### config.mk
export PLATFORM = sky130hd
export DESIGN_NAME = edge_detect_multi
export DESIGN_NICKNAME = d
export VERILOG_FILES = /design/src/rtl/edge_detect_multi.sv
export SDC_FILE = /design/constraint.sdc
export NUM_CORES = 1
export LEC_CHECK = 0
export ABC_AREA = 1
export CORE_ASPECT_RATIO = 0.5
export CORE_UTILIZATION = 25
export CTS_BUF_LIST = sky130_fd_sc_hd__clkbuf_8
export DETAILED_ROUTE_END_ITERATION = 12
export PLACE_DENSITY = 0.51
export REMOVE_ABC_BUFFERS = 1
export SLEW_MARGIN = 20
export SYNTH_ARGS = -nofsm -noshare
export SYNTH_HDL_FRONTEND = slang
export SYNTH_SLANG_ARGS = --single-unit
### constraint.sdc
create_clock -name clk -period 1.93 [get_ports clk]
set_clock_uncertainty 0.1 [all_clocks]
set_input_delay 0.386 -clock clk [delete_from_list [all_inputs] [get_ports clk]]
set_output_delay 0.386 -clock clk [all_outputs]
set_load 0.01 [all_outputs]
### src/rtl/edge_detect_multi.sv
// Multi-channel synchronised edge detector with per-channel
// edge select, one-cycle strobes, sticky flags and saturating counters.
module edge_detect_multi #(
  parameter int WIDTH       = 4,
  parameter int SYNC_STAGES = 2,
  parameter int CNT_W       = 8
) (
  input  logic                   clk,
  input  logic                   rst,
  input  logic [WIDTH-1:0]       din,
  input  logic [2*WIDTH-1:0]     mode,
  input  logic [WIDTH-1:0]       clr,
  output logic [WIDTH-1:0]       level,
  output logic [WIDTH-1:0]       pulse,
  output logic                   any,
  output logic [WIDTH-1:0]       sticky,
  output logic [WIDTH*CNT_W-1:0] cnt
);

  typedef enum logic [1:0] {
    S_INIT,
    S_LO,
    S_HI
  } state_t;

  localparam int WU_W =
    (SYNC_STAGES < 1) ? 1 : $clog2(SYNC_STAGES + 1);
  localparam logic [WU_W-1:0] WU_MAX = WU_W'(SYNC_STAGES);
  localparam logic [CNT_W-1:0] CNT_MAX = '1;

  if (SYNC_STAGES > 0) begin : g_sync
    logic [WIDTH-1:0] chain [SYNC_STAGES];

    always_ff @(posedge clk or negedge rst) begin
      if (!rst) begin
        for (int k = 0; k < SYNC_STAGES; k++) begin
          chain[k] <= '0;
        end
      end else begin
        chain[0] <= din;
        for (int k = 1; k < SYNC_STAGES; k++) begin
          chain[k] <= chain[k-1];
        end
      end
    end

    assign level = chain[SYNC_STAGES-1];
  end else begin : g_nosync
    assign level = din;
  end

  // Channels stay in S_INIT until the synchroniser holds real data.
  logic [WU_W-1:0] wu;
  logic            ready;

  assign ready = (wu == WU_MAX);

  always_ff @(posedge clk or negedge rst) begin
    if (!rst) begin
      wu <= '0;
    end else if (!ready) begin
      wu <= wu + WU_W'(1);
    end
  end

  state_t           state_q [WIDTH];
  state_t           state_d [WIDTH];
  logic [WIDTH-1:0] rise;
  logic [WIDTH-1:0] fall;
  logic [WIDTH-1:0] det;

  always_ff @(posedge clk or negedge rst) begin
    if (!rst) begin
      for (int i = 0; i < WIDTH; i++) begin
        state_q[i] <= S_INIT;
      end
    end else begin
      for (int i = 0; i < WIDTH; i++) begin
        state_q[i] <= state_d[i];
      end
    end
  end

  always_comb begin
    rise = '0;
    fall = '0;
    det  = '0;
    for (int i = 0; i < WIDTH; i++) begin
      state_d[i] = state_q[i];
      unique case (state_q[i])
        S_INIT: begin
          if (ready) begin
            state_d[i] = level[i] ? S_HI : S_LO;
          end
        end
        S_LO: begin
          if (level[i]) begin
            state_d[i] = S_HI;
            rise[i]    = 1'b1;
          end
        end
        S_HI: begin
          if (!level[i]) begin
            state_d[i] = S_LO;
            fall[i]    = 1'b1;
          end
        end
        default: state_d[i] = S_INIT;
      endcase
      det[i] = (rise[i] & mode[2*i])
             | (fall[i] & mode[2*i+1]);
    end
  end

  always_ff @(posedge clk or negedge rst) begin
    if (!rst) begin
      pulse  <= '0;
      any    <= 1'b0;
      sticky <= '0;
      cnt    <= '0;
    end else begin
      pulse <= det;
      any   <= |det;
      for (int i = 0; i < WIDTH; i++) begin
        if (det[i]) begin
          sticky[i] <= 1'b1;
        end else if (clr[i]) begin
          sticky[i] <= 1'b0;
        end
        if (clr[i]) begin
          cnt[CNT_W*i +: CNT_W] <=
            det[i] ? CNT_W'(1) : '0;
        end else if (det[i] &&
                     cnt[CNT_W*i +: CNT_W] != CNT_MAX) begin
          cnt[CNT_W*i +: CNT_W] <=
            cnt[CNT_W*i +: CNT_W] + CNT_W'(1);
        end
      end
    end
  end

endmodule

==> results.toml <==
[run_status]
status = "finished clean"

[critical_path]
crit_arrival_ns = 1.36
cpPeakStageDelay_ns = 0.58
crit_chain = "clkdlybuf4s50_1"
cp-start-kind = "flop"
cp_max_fo = 6
crit_family = "buffers and inverters"
critPathKind = "reg -> out"
crit_required_ns = 1.44
critPathBufInv = 1
slowest_stage = "clkdlybuf4s50_1"
worstSetupEndpointType = "primary output"

[pwr]
power.internal_mw = 2.07
leakage_nw = 1.87
power.density_nw_per_um2 = 698
clkPwrFrac_pct = 39.0
combPwrFrac_pct = 12.3
max-vdd-ir-drop_v = 0.000270
p_seq_share_pct = 48.8
p_switching_mw = 0.700
p_sw_share_pct = 25.3

[timing]
slew_headroom_pct = 70.0
setup_violations = 0
worst_slew_pin_slew_ns = 0.449
finalCritPeriodShare_pct = 95.7
hold_violations = 0
min_period_ns = 1.85
max_clock_freq_mhz = 542
fin_setup_tns_ns = 0
grt_setup_unrepaired = "false"
finalMaxSlewViolations = 0

[clocking]
root_buffer = "clkbuf_8"
cts_tree = "done"
clock_path_buffers = 2
cts_num_sinks = 59
h-tree-depth = 3
cts-buffers-inserted = 9
path_clk_slew_ns = 0.07
insertion_delay_ns = 0.34
postCtsSetupBuffers = 0

[grt]
grt.total_usage_pct = 11.9
antenna_found_initial = 0
grt.overflow.total = 0
grt_pass1_wl_mm = 11.5
grt_pass1_vias = 2446
grt_max_degree = 60

[layout]
final_cell_mix = "100 x nand2_1, 61 x clkdlybuf4s50_1, 57 x dfrtp_1, 51 x nand3_1, 41 x inv_1"
drive_gt1_share_pct = 8.31
fillers = 1177
final_common_cell = "nand2_1"
diodes = 0
area_delta_synth_final_pct = 32.4
utilization_pct = 35.1
nets = 465

[logic_synthesis]
avgSynthCellArea_sq_um = 7.99
ys_warn_count = 0
synth_async_sr_flop_share_pct = 100
netlist_instances = 375
synth_edf_count = 0
synthFlopType = "dfrtp_1"
synth.distinct_cells = 28
syn_area_sq_um = 3000
ys_ff_latch = 59
ys_seq_area_share_pct = 49.3

[job]
drv_cap = 0

[route]
wl_mm = 6.78
drt_iter0_drc = 92
drc_errors = 0
drt-wirelength-per-cell_um = 11.2
dr.pass1.iters = 4
via_per_inst = 4.25
vias = 2566
antenna_left = 0

[floorplan]
initial_core_util_pct = 26.5
dieArea_sq_um = 12500
core_area_sq_um = 11300
dieHeight_um = 79.4
fp.dieW_um = 157
rows = 27
io_pins = 63

[placement]
post-dp-hpwl_mm = 4.92
portBuffers = 62
place_congestion = 0.772

[min_path]
hp-class = "reg -> reg"
[power by group through the flow]
stage                     clock [mW]  combinational [mW]  sequential [mW]
after detailed placement           0               0.345             1.38
after floorplan                    0               0.124             1.38
after CTS                       1.13               0.348             1.35
final                           1.08               0.339             1.35
after global routing            1.18               0.381             1.36
after global placement             0               0.346             1.38
[area by class of cell]
cell class                      count  area (sq um)  share of cell area [%]
Sequential cell                    59          1480                    37.3
Clock buffer                       10           138                    3.47
Timing Repair Buffer               67           668                    16.8
Multi-Input combinational cell    264          1290                    32.4
Inverter                           41           154                    3.88
Clock inverter                      4          43.8                    1.10
Tap cell                          159           199                    5.01
[registers in the layout, indices dropped and copies added (netlist names)]
name          count
g_sync.chain      4
wu                2
any               1
pulse             4
sticky            4
cnt              32
state_q           8
level             4
[cells in the mapped netlist, types with 6 or more instances]
| cell type | n | share of area [%] |
|---|---|---|
| a21oi_1 | 6 | 1.0 |
| inv_1 | 40 | 5.0 |
| nor3_1 | 14 | 2.3 |
| nand3_1 | 51 | 8.5 |
| o21ai_0 | 9 | 1.5 |
| nor2_1 | 38 | 4.8 |
| nand4_1 | 9 | 1.9 |
| nand2_1 | 100 | 13 |
| dfrtp_1 | 59 | 49 |
[routing by layer]
metal,up-vias,part of all wire (%),global-route usage [%]
li1,1338,-,-
met1,1194,49,14.6
met2,30,46,19.2
met3,4,3.9,3.91
met4,0,0.84,5.00
met5,-,0,0
[kinds of logic after synthesis]
kind of cell | Yosys count | share of synthesized area [%]
buf+inv | 52 | 7.81
xor+xnor | 8 | 2.34
compound gates | 22 | 4.30
flops | 59 | 49.3
simple gates | 229 | 34.2
fa+ha+maj | 5 | 2.09
[worst paths after layout]
check                                     start  slack, ns        to  cells after the start
worst max-delay path                     cnt[5]       0.08    cnt[5]                      1
worst min-delay path            g_sync.chain[4]       0.25  level[0]                      0
worst max register to register           cnt[1]       0.30    cnt[6]                      8
worst min register to register  g_sync.chain[4]       0.25  level[0]                      0
max in group asynchronous                   rst       0.96   cnt[28]                      3
min in group asynchronous                   rst       0.50   cnt[22]                      3
[per-stage QoR]
stage	std cells	setup slack, ns	cell area [sq um]	power [mW]	hold slack [ns]
6_report	604	0.0835	3970	2.77	0.247
5_1_grt	604	0.00722	3970	2.92	0.256
4_1_cts	604	0.0141	3970	2.83	0.253
3_5_place_dp	589	0.0906	3770	1.72	0.237
3_3_place_gp	589	0.106	3770	1.72	0.233
2_1_floorplan	364	0.441	2920	1.51	-0.00959
[repair_timing]
action                                  CTS  global route
gates resized for setup                   0             2
endpoints found under the setup margin    0             2
hold buffers                              1             0
hold endpoints to repair                 59             0
Note: power is estimated with default switching activity, not from simulation.
==> variant 1, RTL diff (same settings) <==
Set the parameter `WIDTH` to 8 (it was 4).
--- a/src/rtl/edge_detect_multi.sv
+++ b/src/rtl/edge_detect_multi.sv
@@ -1,7 +1,7 @@
 // Multi-channel synchronised edge detector with per-channel
 // edge select, one-cycle strobes, sticky flags and saturating counters.
 module edge_detect_multi #(
-  parameter int WIDTH       = 4,
+  parameter int WIDTH       = 8,
   parameter int SYNC_STAGES = 2,
   parameter int CNT_W       = 8
 ) (
Ports: changed (7 resized); port bits go from 63 to 123. No check against the original RTL was run, so the function may have changed too.
==> variant 1 against the original RTL <==
Hold slack gained 0.00097 ns. Setup slack got worse by 0.025 ns. Routed wire length increased by 130%. Area after synthesis increased by 94%. Cell area up 100%. Count of clock-buffer cells in the layout rose by 10. Total power rose by 110%. Sequential cell count increased by 56. Critical path depth is the same. Critical path type unchanged.
==> variant 1: results (changes against the original RTL) <==
stage	metric	value	unit	change
critical_path	critical path peak fanout	4		was 6
synthesis	XOR/XNOR Fraction of Synth Area	0.0121		was 0.0234
clock_network	total setup buffers inserted after CTS	19		was 0
global_route	routing usage on met3	0.0293		was 0.0391
timing	Hold WS	0.248	ns	was 0.247 ns
routing	met3 wire len	599	um	was 265 um
synthesis	top cells by count, synth	nand2_1 (221), dfrtp_1 (115), nand3_1 (112)		was nand2_1 (100), dfrtp_1 (59), nand3_1 (51)
global_route	largest net degree at the start of global routing	34		was 60
synthesis	compound-cell area share of the yosys netlist	0.0565		was 0.0430
clock_network	# resized after CTS	29		was 0
critical_path	RR Startpoint	cnt[48]		was cnt[1]
clock_network	cts bufs inserted	17		was 9
routing	wire per inst	13.0	um	was 11.2 um
layout	post-layout net count	956		was 465
run_status	outcome	completed		unchanged
placed_design	Placer Congestion	0.854		was 0.772
pwr	PwrDens	723	nW/um^2	was 698 nW/um^2
clock_network	H-tree Lvls	4		was 3
critical_path	WP data arrival	1.39	ns	was 1.36 ns
placed_design	port bufs	122		was 62
critical_path	R2R cell count	9		was 8
global_route	vias in the first global route	5104		was 2446
placed_design	Inst Count DP	1164		was 589
critical_path	r2r setup slk	0.21	ns	was 0.30 ns
min_path	WHS Endpoint	level[6]		was level[0]
min_path	hold_sp	g_sync.chain[14]		was g_sync.chain[4]
pwr	sw frac	0.256		was 0.253
pwr	sequential group power	0.00261	W	was 0.00135 W
pwr	Pleak	4.28	nW	was 1.87 nW
routing	wire length on met1	7380	um	was 3330 um
routing	1st-pass router iterations	6		was 4
synthesis	Yosys cell types	27		was 28
clock_network	Worst-Skew Late Latency	0.42	ns	was 0.34 ns
variant 1: layout make-up:
cell class / count / area, sq um
Sequential cell: 115 / 2890
Clock inverter: 11 / 159
Fill cell: 2253 / 14100
Timing Repair Buffer: 171 / 1630
Clock buffer: 20 / 275
Tap cell: 300 / 375
Inverter: 78 / 293
Multi-Input combinational cell: 530 / 2500
variant 1: cell families (layout without fill, tap and decap cells):
logic type	Yosys count	in the layout
AOI/OAI and AO/OA	59	59
and+or+nand+nor	454	454
buffers and inverters	99	280
adders and majority gates	9	9
xor gates and xnor gates	8	8
DFF	115	115
variant 1: worst max path at each step:
stage / startpoint / end / slack [ns]
2_1_floorplan: cnt[57] / cnt[56] / 0.35
3_3_place_gp: mode[8] / cnt[35] / 0.15
3_5_place_dp: mode[12] / cnt[50] / 0.10
4_1_cts: cnt[16] / cnt[16] / 0.002
5_1_grt: cnt[41] / cnt[41] / 0.002
6_report: cnt[22] / cnt[22] / 0.06
==> variant 2, RTL diff (config.mk and constraints unchanged) <==
Made on the original files. Add an input register stage for `mode`, without a reset; this delays it by one clock. The other inputs are not delayed to match.
--- a/src/rtl/edge_detect_multi.sv
+++ b/src/rtl/edge_detect_multi.sv
@@ -27,6 +27,12 @@
     (SYNC_STAGES < 1) ? 1 : $clog2(SYNC_STAGES + 1);
   localparam logic [WU_W-1:0] WU_MAX = WU_W'(SYNC_STAGES);
   localparam logic [CNT_W-1:0] CNT_MAX = '1;
+
+  logic [2*WIDTH-1:0] mode_q;
+
+  always_ff @(posedge clk) begin
+    mode_q <= mode;
+  end
 
   if (SYNC_STAGES > 0) begin : g_sync
     logic [WIDTH-1:0] chain [SYNC_STAGES];
@@ -107,8 +113,8 @@
         end
         default: state_d[i] = S_INIT;
       endcase
-      det[i] = (rise[i] & mode[2*i])
-             | (fall[i] & mode[2*i+1]);
+      det[i] = (rise[i] & mode_q[2*i])
+             | (fall[i] & mode_q[2*i+1]);
     end
   end
 
Check against the original RTL: not equivalent (a bounded check fails within 10 cycles, from zero or initial values and one cycle with rst low).
==> variant 2 against the original RTL <==
Via count increased by 4.4%. Critical path depth unchanged. Combinational power increased by 3%. Cell area increased by 5.9%. Area after synthesis increased by 5.8%. Routed wire length increased by 7.9%. Maximum frequency decreased by 0.57%. Sequential cell count increased by 8. Setup slack got worse by 0.011 ns. Total power increased by 9.8%. Critical endpoint is now cnt[3].
==> variant 2: results (changes against the original RTL) <==
stage	metric	value	unit	change
synthesis	top cells by count, synth	nand2_1 (110), dfrtp_1 (59), nand3_1 (52)		was nand2_1 (100), dfrtp_1 (59), nand3_1 (51)
placed_design	DP Worst Slack	0.216	ns	was 0.0906 ns
global_route	GRT Total Usage	0.119		about the same
synthesis	compound-cell area share of the yosys netlist	0.0367		was 0.0430
layout	# fillers	1292		was 1177
placed_design	placed inst area	3990	sq um	was 3770 sq um
layout	layout cells sized above 1	0.0972		was 0.0831
global_route	largest net degree at the start of global routing	43		was 60
timing	final setup margin	0.0730	ns	was 0.0835 ns
layout	non-filler cells, final	628		was 604
critical_path	Worst R2R End	cnt[14]		was cnt[6]
placed_design	HPWL after detailed placement	5240	um	was 4920 um
synthesis	synth top area cells	dfrtp_1 (47%), nand2_1 (13%), nand3_1 (8.2%)		was dfrtp_1 (49%), nand2_1 (13%), nand3_1 (8.5%)
placed_design	Inst Count DP	611		was 589
critical_path	Setup crit start	cnt[3]		was cnt[5]
global_route	first-pass GRT wire length	12100	um	was 11500 um
synthesis	XOR/XNOR Fraction of Synth Area	0.0110		was 0.0234
layout	Regs by FF count	cnt (32), mode_q (8), state_q (8)		was cnt (32), state_q (8)
routing	DRC marker count from the first detailed-route iteration	116		was 92
synthesis	sequential-to-total area share from yosys stat	0.516		was 0.493
timing	Hold WS	0.250	ns	was 0.247 ns
placed_design	Placer Congestion	0.829		was 0.772
routing	via count	2679		was 2566
layout	post-layout net count	481		was 465
global_route	vias in the first global route	2422		was 2446
run_status	outcome	completed		unchanged
critical_path	last element of the critical path	cnt[3]		was cnt[5]
variant 2: final cells by class:
cell class / instances / area (sq um) / share of cell area
flip-flops and latches: 67 / 1640 / 0.391
multi-input cells: 274 / 1340 / 0.319
repair buffers: 68 / 676 / 0.161
well taps: 165 / 206 / 0.0492
inverters: 38 / 143 / 0.0340
clock buffers: 10 / 138 / 0.0328
clock inverters: 6 / 56.3 / 0.0134
variant 2: layer usage:
layer | part of all wire | GRT usage | up-vias
li1 | - | - | 1394
met1 | 0.51 | 0.162 | 1241
met2 | 0.44 | 0.175 | 38
met3 | 0.033 | 0.0389 | 6
met4 | 0.011 | 0.0453 | 0
met5 | 0 | 0 | -
variant 2: repair_timing:
item | 4_1_cts | 5_1_grt
pin swaps | 0 | 0
hold endpoints to repair | 17 | 0
setup endpoints to repair | 1 | 3
hold buffers | 1 | 0
resized for setup | 1 | 3
variant 2: where the power goes:
part	internal [W]	switching, W
Combinational	0.000169	0.000181
Clock	0.000621	0.000541
Sequential	0.00147	0.0000615
Total	0.00226	0.000784
